===== src/rtl/gray_wptr_counter.sv =====
// gray_wptr_counter: binary + registered Gray write pointer with full/level.
// Optional macro GRAY_PTR_SYNC_EN adds a 2-flop synchronizer on rptr_gray_i.
module gray_wptr_counter #(
    parameter int width = 4
) (
    input  logic             clk_i,
    input  logic             rst_ni,
    input  logic             clr_i,
    input  logic             inc_valid_i,
    output logic             inc_ready_o,
    input  logic [width:0]   rptr_gray_i,
    output logic [width:0]   wptr_gray_o,
    output logic [width:0]   wptr_bin_o,
    output logic [width-1:0] waddr_o,
    output logic             full_o,
    output logic [width:0]   level_o
);

    localparam int PW = width + 1;
    // Full when the two MSBs of the Gray pointers differ and the rest match.
    localparam logic [width:0] FULL_MASK = PW'(3) << (width - 1);

    logic [width:0] r_bin;
    logic [width:0] r_gray;
    logic [width:0] w_rs;
    logic [width:0] w_rs_bin;
    logic [width:0] w_bin_next;
    logic [width:0] w_full_cmp;
    logic           w_full;
    logic           w_accept;

`ifdef GRAY_PTR_SYNC_EN
    logic [width:0] r_sync1;
    logic [width:0] r_sync2;

    // Two-flop synchronizer bringing the read pointer into this domain.
    always_ff @(posedge clk_i or negedge rst_ni) begin
        if (!rst_ni) begin
            r_sync1 <= '0;
            r_sync2 <= '0;
        end else begin
            r_sync1 <= rptr_gray_i;
            r_sync2 <= r_sync1;
        end
    end

    assign w_rs = r_sync2;
`else
    assign w_rs = rptr_gray_i;
`endif

    // Gray to binary: serial prefix XOR starting at the MSB.
    always_comb begin
        logic v_acc;
        v_acc    = 1'b0;
        w_rs_bin = '0;
        for (int i = width; i >= 0; i--) begin
            v_acc       = v_acc ^ w_rs[i];
            w_rs_bin[i] = v_acc;
        end
    end

    assign w_full_cmp = w_rs ^ FULL_MASK;
    assign w_full     = (r_gray == w_full_cmp);
    assign w_bin_next = r_bin + PW'(1);
    assign w_accept   = inc_valid_i & ~w_full & ~clr_i;

    // Pointer state: clear wins over accept; Gray is registered, never derived.
    always_ff @(posedge clk_i or negedge rst_ni) begin
        if (!rst_ni) begin
            r_bin  <= '0;
            r_gray <= '0;
        end else if (clr_i) begin
            r_bin  <= '0;
            r_gray <= '0;
        end else if (w_accept) begin
            r_bin  <= w_bin_next;
            r_gray <= w_bin_next ^ (w_bin_next >> 1);
        end
    end

    assign wptr_bin_o  = r_bin;
    assign wptr_gray_o = r_gray;
    assign waddr_o     = r_bin[width-1:0];
    assign full_o      = w_full;
    assign inc_ready_o = ~w_full;
    assign level_o     = r_bin - w_rs_bin;

endmodule


===== config.mk =====
export PLATFORM = sky130hd
export DESIGN_NAME = gray_wptr_counter
export DESIGN_NICKNAME = d
export VERILOG_FILES = /design/src/rtl/gray_wptr_counter.sv
export SDC_FILE = /design/constraint.sdc
export NUM_CORES = 1
export LEC_CHECK = 0
export ABC_AREA = 1
export CORE_UTILIZATION = 41
export CTS_BUF_LIST = sky130_fd_sc_hd__clkbuf_16
export DETAILED_ROUTE_END_ITERATION = 10
export GPL_ROUTABILITY_DRIVEN = 0
export PLACE_DENSITY = 0.85
export RECOVER_POWER = 50
export SYNTH_ARGS = -nofsm -noshare
export SYNTH_HDL_FRONTEND = slang
export SYNTH_SLANG_ARGS = --single-unit

===== constraint.sdc =====
create_clock -name clk_i -period 1.6 [get_ports clk_i]
set_input_delay 0.16 -clock clk_i [delete_from_list [all_inputs] [get_ports clk_i]]
set_output_delay 0.16 -clock clk_i [all_outputs]
set_load 0.005 [all_outputs]

# [Yosys cells after proc, flatten, opt, wreduce, memory -nomap -nowiden]
# Index checks and enable logic that the tools add are counted.
[op_classes] mux=4 eq_ne=1 div_mod_pow=0 n_reduce_logical=1 shift=0 multipliers=0 n_addsub=2 n_lt_le_gt_ge=0 bitwise_logic=10
[op_table] operator="5-bit 2-to-1 mux" count=4
[op_table] operator="5-bit by 1-bit adder with 5-bit output (second input constant)" count=1
[op_table] operator="5-bit equality test" count=1
[op_table] operator="5-bit subtractor" count=1
[op_table] operator="5-bit by 4-bit XOR with 5-bit output" count=1
[op_table] operator="1-bit XOR" count=4
[op_table] operator="1-bit bitwise AND" count=2
[op_table] operator="1-bit inverter" count=2
[op_table] operator="2-bit inverter" count=1
[op_table] operator="2-bit nonzero test" count=1
[word_totals] mem_count=0 register_bits=10 ramBits=0 wordCells=20 latchBits=0 mem_bits_ro=0 input_bits=9

# [Logic depth before layout (Yosys ltp)]
[logic_depth] ltp_word=7 depth_mapped=14

# [Least setup slack after synthesis]
# Ideal clock, no wire load.
[synth_path] path_type="input port to output port" startpoint="input rptr_gray_i[4]" endpoint="output level_o[4]" t_arrival_ns=1.648 required_ns=1.440 path_stages=14 slack_ns=-0.208 path_cell_list="inv_1 nand2_2 nand2_1 nand2_1 nand2_2 nand2_1 nand2_2 xor2_1 ha_1 inv_1 fa_1 nand3_1 nand2_1 xor2_1"
[synth_via] elab_chain_len=5
[synth_rtl] element="start: declaration" line_no="11" rtl="input logic [width:0] rptr_gray_i,"
[synth_rtl] element="1-bit XOR (4 in a row)" line_no="58" rtl="v_acc = v_acc ^ w_rs[i];"
[synth_rtl] element="5-bit subtractor (*)" line_no="87" rtl="assign level_o = r_bin - w_rs_bin;"
[synth_rtl] element="end: declaration" line_no="16" rtl="output logic [width:0] level_o"
# Mark *: on every way between the ends. The rest lies on a longest branch, timed or not.

# [Final worst setup path]
# Ends and elaborated chain as after synthesis.

==> impl_results.rst <==
.. list-table::
   :header-rows: 1

   * - Metric
     - Value
   * - Worst setup path category
     - input pin to primary output
   * - Die extent in y
     - approximately 50 um
   * - Proportion of layout cells with a drive suffix above 1
     - 42.6%
   * - Worst Skew
     - 0.00226 ns
   * - Via count
     - 1176
   * - Final hold violations
     - 0
   * - Vias per inst
     - 5.09
   * - Insertion delay of the later-clocked pin in the worst-skew pair
     - ~0.24 ns
   * - Average detailed-routed wire length per instance
     - 14.2 um
   * - Worst path setup slack after routing
     - -0.421 ns
   * - Core ar.
     - between 2000 and 2500 um^2
   * - Violated checks
     - negative setup slack
   * - Synth-to-layout area growth
     - 79.6%
   * - # IOs
     - 30
   * - Number of clock sinks
     - 9
   * - Pwr dens
     - between 600 and 700 nW/um^2
   * - Switching power share of the total
     - between 20 and 30%
   * - Part of the power in combinational logic
     - 38.2%
   * - Final global-route overflow total
     - 0
   * - Data required time at the worst endpoint
     - 1.44 ns
   * - Worst slew pin tran
     - 0.425 ns
   * - Number of antenna violations at the first check in global routing
     - 0
   * - Proportion of netlist area held by the largest area contributor
     - 24.0%
   * - Maximum root-to-sink buffer count
     - 2
   * - Total of flip-flops plus latches after synthesis
     - 9
   * - Filler cell count
     - 120
   * - Internal portion of total power
     - 785 uW
   * - Post-route antenna net violation count
     - 0
   * - Data arrival time of the worst path
     - 1.86 ns
   * - Result of the run
     - finished with violations
   * - Sequential element share of the synthesized area
     - 24.0%
   * - Clock root buffer
     - sky130_fd_sc_hd__clkbuf_16
   * - Initial core utilization
     - 45.6%
   * - Setup WS pre-CTS
     - -1.39 ns
   * - Placed wire-length estimate
     - around 2000 um
   * - Largest area contributor in the netlist
     - sky130_fd_sc_hd__dfrtp_1
   * - Final std cell area, no fill
     - 1690 um^2
   * - Row count
     - 16
   * - Post-synth cell types
     - 20
   * - Largest cells by area after synthesis
     - sky130_fd_sc_hd__dfrtp_1 (24%), sky130_fd_sc_hd__nand2_1 (16%), sky130_fd_sc_hd__nand3_1 (13%)
   * - Final routed DRC violation total
     - 0
   * - Final wirelength
     - 3280 um
   * - Upper clock frequency limit
     - between 0.4 and 0.5 GHz
   * - Switch Pwr
     - 329 uW
   * - DIE AREA
     - between 2000 and 2500 um^2
   * - Sequential Power Share
     - 22.5%
   * - Crit. End Element
     - primary output
   * - RSZ-0062 raised after global routing
     - true
   * - DRT Pass-1 Iters
     - 4
   * - Worst slew margin relative to its limit
     - 71.6%
   * - Slowest stage cell, crit path
     - sky130_fd_sc_hd__fa_2
   * - Pins over their slew limit
     - 0
   * - Cell area after placement
     - 1430 um^2
   * - Avg Inst Size Synth
     - 6.81 um^2
   * - Crit-path cells
     - buf_12 -> nand2_4 -> nand2_4 -> nand2_4 -> nand3_2 -> nand2_2 -> xor2_1 -> ha_2 -> inv_2 -> fa_2 -> nand3_2 -> nand2_2 -> xor2_1 -> buf_2
   * - HP Class
     - input pin to asynchronous set/reset pin
   * - Cell count after synthesis
     - 138
   * - Critical path peak fanout
     - 3
   * - Fin crit period
     - around 2.0 ns
   * - Count of antenna diodes in the layout
     - 0
   * - Nets
     - 220
   * - Stage delay of the slowest cell on the critical path
     - 0.37 ns
   * - PortBufs
     - 29
   * - Total nets after synthesis
     - 153
   * - Clock buffer count from CTS
     - 3
   * - CTS tree
     - yes
   * - Multi-input gate area in the final layout
     - 677 um^2
   * - Hold WS
     - 0.299 ns
   * - Crit path top cell by count
     - sky130_fd_sc_hd__nand2_4
   * - Max-cap violation count
     - 0
   * - Die Wd
     - ~50 um
   * - Final clock period utilization by the worst path
     - 126%
   * - Pleak
     - 0.920 nW
   * - Wire length of the first global-routing pass
     - 4840 um
   * - H-tree lvl count
     - 1
   * - YS warnings
     - 0
   * - Worst supply voltage drop on vdd
     - 0.733 mV
   * - CTS clock-pin slew for the worst setup and hold paths
     - 0.04 ns
   * - Startpoint Class
     - input pin
   * - Flip-flop and latch area
     - between 200 and 250 um^2
   * - Overall global routing resource usage
     - 25.7%
   * - Detailed Route Iter0 Violations
     - 28
   * - Number of global-route vias before repair
     - roughly 1100
   * - Summed instance area of the synthesized netlist
     - 940 um^2
   * - Share of total power in the clock network
     - 39.3%
   * - Largest net degree at the start of global routing
     - 14
   * - Final setup violation count
     - 4
[registers in the layout, indices dropped and copies added (netlist names)]
register     cells
wptr_bin_o       5
wptr_gray_o      4
[routing by layer]
metal  up-vias  routed length [um]  global-route usage [%]
li1        561                   -                       -
met1       561                1290                    29.3
met2        42                1730                    45.7
met3        12                 140                    4.63
met4         0                 112                    12.4
met5         -                   0                       0
[final timing paths]
check                                      startpoint                    endpoint  slack (ns)  cells past startpoint
min in group clk_i         wptr_gray_o[0]$_DFFE_PN0P_  wptr_gray_o[0]$_DFFE_PN0P_        0.61                      2
min                                            rst_ni  wptr_gray_o[2]$_DFFE_PN0P_        0.30                      1
min reg2reg                wptr_gray_o[0]$_DFFE_PN0P_  wptr_gray_o[0]$_DFFE_PN0P_        0.61                      2
max                                    rptr_gray_i[4]                  level_o[4]       -0.42                     14
max reg2reg                 wptr_bin_o[4]$_DFFE_PN0P_  wptr_gray_o[1]$_DFFE_PN0P_        0.01                     10
max in group asynchronous                      rst_ni   wptr_bin_o[1]$_DFFE_PN0P_        1.00                      1
[final cells by class]
cell class | instances | share of cell area [%]
clock buffers | 3 | 4.45
clock inverters | 1 | 0.222
inverters | 23 | 6.30
multi-input cells | 100 | 40.1
flip-flops and latches | 9 | 13.3
well taps | 27 | 2.00
repair buffers | 68 | 33.6
[kinds of logic (layout without fill, tap and decap cells)]
kind of cell / after synthesis / in the layout / synth area share (%)
AOI/OAI and AO/OA: 2 / 2 / 1.07
xor gates and xnor gates: 6 / 6 / 5.59
adders and majority gates: 6 / 6 / 8.79
buffers and inverters: 29 / 95 / 13.7
DFF: 9 / 9 / 24.0
and+or+nand+nor: 86 / 86 / 46.9
[layout by cell type, fill, tap and decap left out, drive strengths merged]
cell type | Yosys | layout
clkinv | 1 | 1
a21oi | 2 | 2
ha | 5 | 5
dlygate4sd3 | 0 | 4
inv | 22 | 23
dlygate4sd2 | 0 | 5
nand3 | 26 | 26
clkbuf | 0 | 6
dfrtp | 9 | 9
buf | 6 | 43
xnor2 | 1 | 1
nand2 | 50 | 50
nand4 | 2 | 2
fa | 1 | 1
clkdlybuf4s50 | 0 | 13
nor2 | 8 | 8
xor2 | 5 | 5
[per-stage QoR]
| stage | power, mW | util, % | std cells | TNS, ns |
|---|---|---|---|---|
| after global placement | 0.621 | 69.5 | 209 | -7.20 |
| after detailed placement | 0.635 | 69.5 | 209 | -8.15 |
| after global routing | 1.16 | 81.9 | 231 | -1.92 |
| final | 1.11 | 81.9 | 231 | -1.40 |
| after floorplan | 0.437 | - | 138 | -0.160 |
| after CTS | 1.08 | 77.9 | 224 | -1.08 |
[cell usage after synthesis]
library cell and count:
sky130_fd_sc_hd__a21oi_1 2, sky130_fd_sc_hd__buf_2 1, sky130_fd_sc_hd__buf_4 5, sky130_fd_sc_hd__clkinv_1 1, sky130_fd_sc_hd__dfrtp_1 9, sky130_fd_sc_hd__fa_1 1
sky130_fd_sc_hd__ha_1 5, sky130_fd_sc_hd__inv_1 17, sky130_fd_sc_hd__inv_2 5, sky130_fd_sc_hd__nand2_1 40, sky130_fd_sc_hd__nand2_2 8, sky130_fd_sc_hd__nand2_4 2
sky130_fd_sc_hd__nand3_1 25, sky130_fd_sc_hd__nand3_4 1, sky130_fd_sc_hd__nand4_1 2, sky130_fd_sc_hd__nor2_1 3, sky130_fd_sc_hd__nor2_2 1, sky130_fd_sc_hd__nor2_4 4
sky130_fd_sc_hd__xnor2_1 1, sky130_fd_sc_hd__xor2_1 5
[power groups by stage]
| stage | clock [mW] | combinational, mW | sequential, mW |
|---|---|---|---|
| after detailed placement | 0 | 0.382 | 0.254 |
| final | 0.438 | 0.425 | 0.251 |
| after global routing | 0.453 | 0.458 | 0.252 |
| after CTS | 0.439 | 0.388 | 0.250 |
| after floorplan | 0 | 0.179 | 0.259 |
| after global placement | 0 | 0.368 | 0.253 |
[timing repair]
item,in CTS,in global routing
endpoints found under the setup margin,7,8
hold buffers,0,0
gates resized for setup,51,8
setup buffers,12,7
pin swaps,10,6
[worst max-delay path: cells and delay by family]
| kind | cells | cell delay, ns |
|---|---|---|
| fa+ha+maj | 2 | 0.56 |
| simple gates | 7 | 0.54 |
| xor+xnor | 2 | 0.31 |
| buf+inv | 3 | 0.28 |
(Power assumes the default switching activity.)
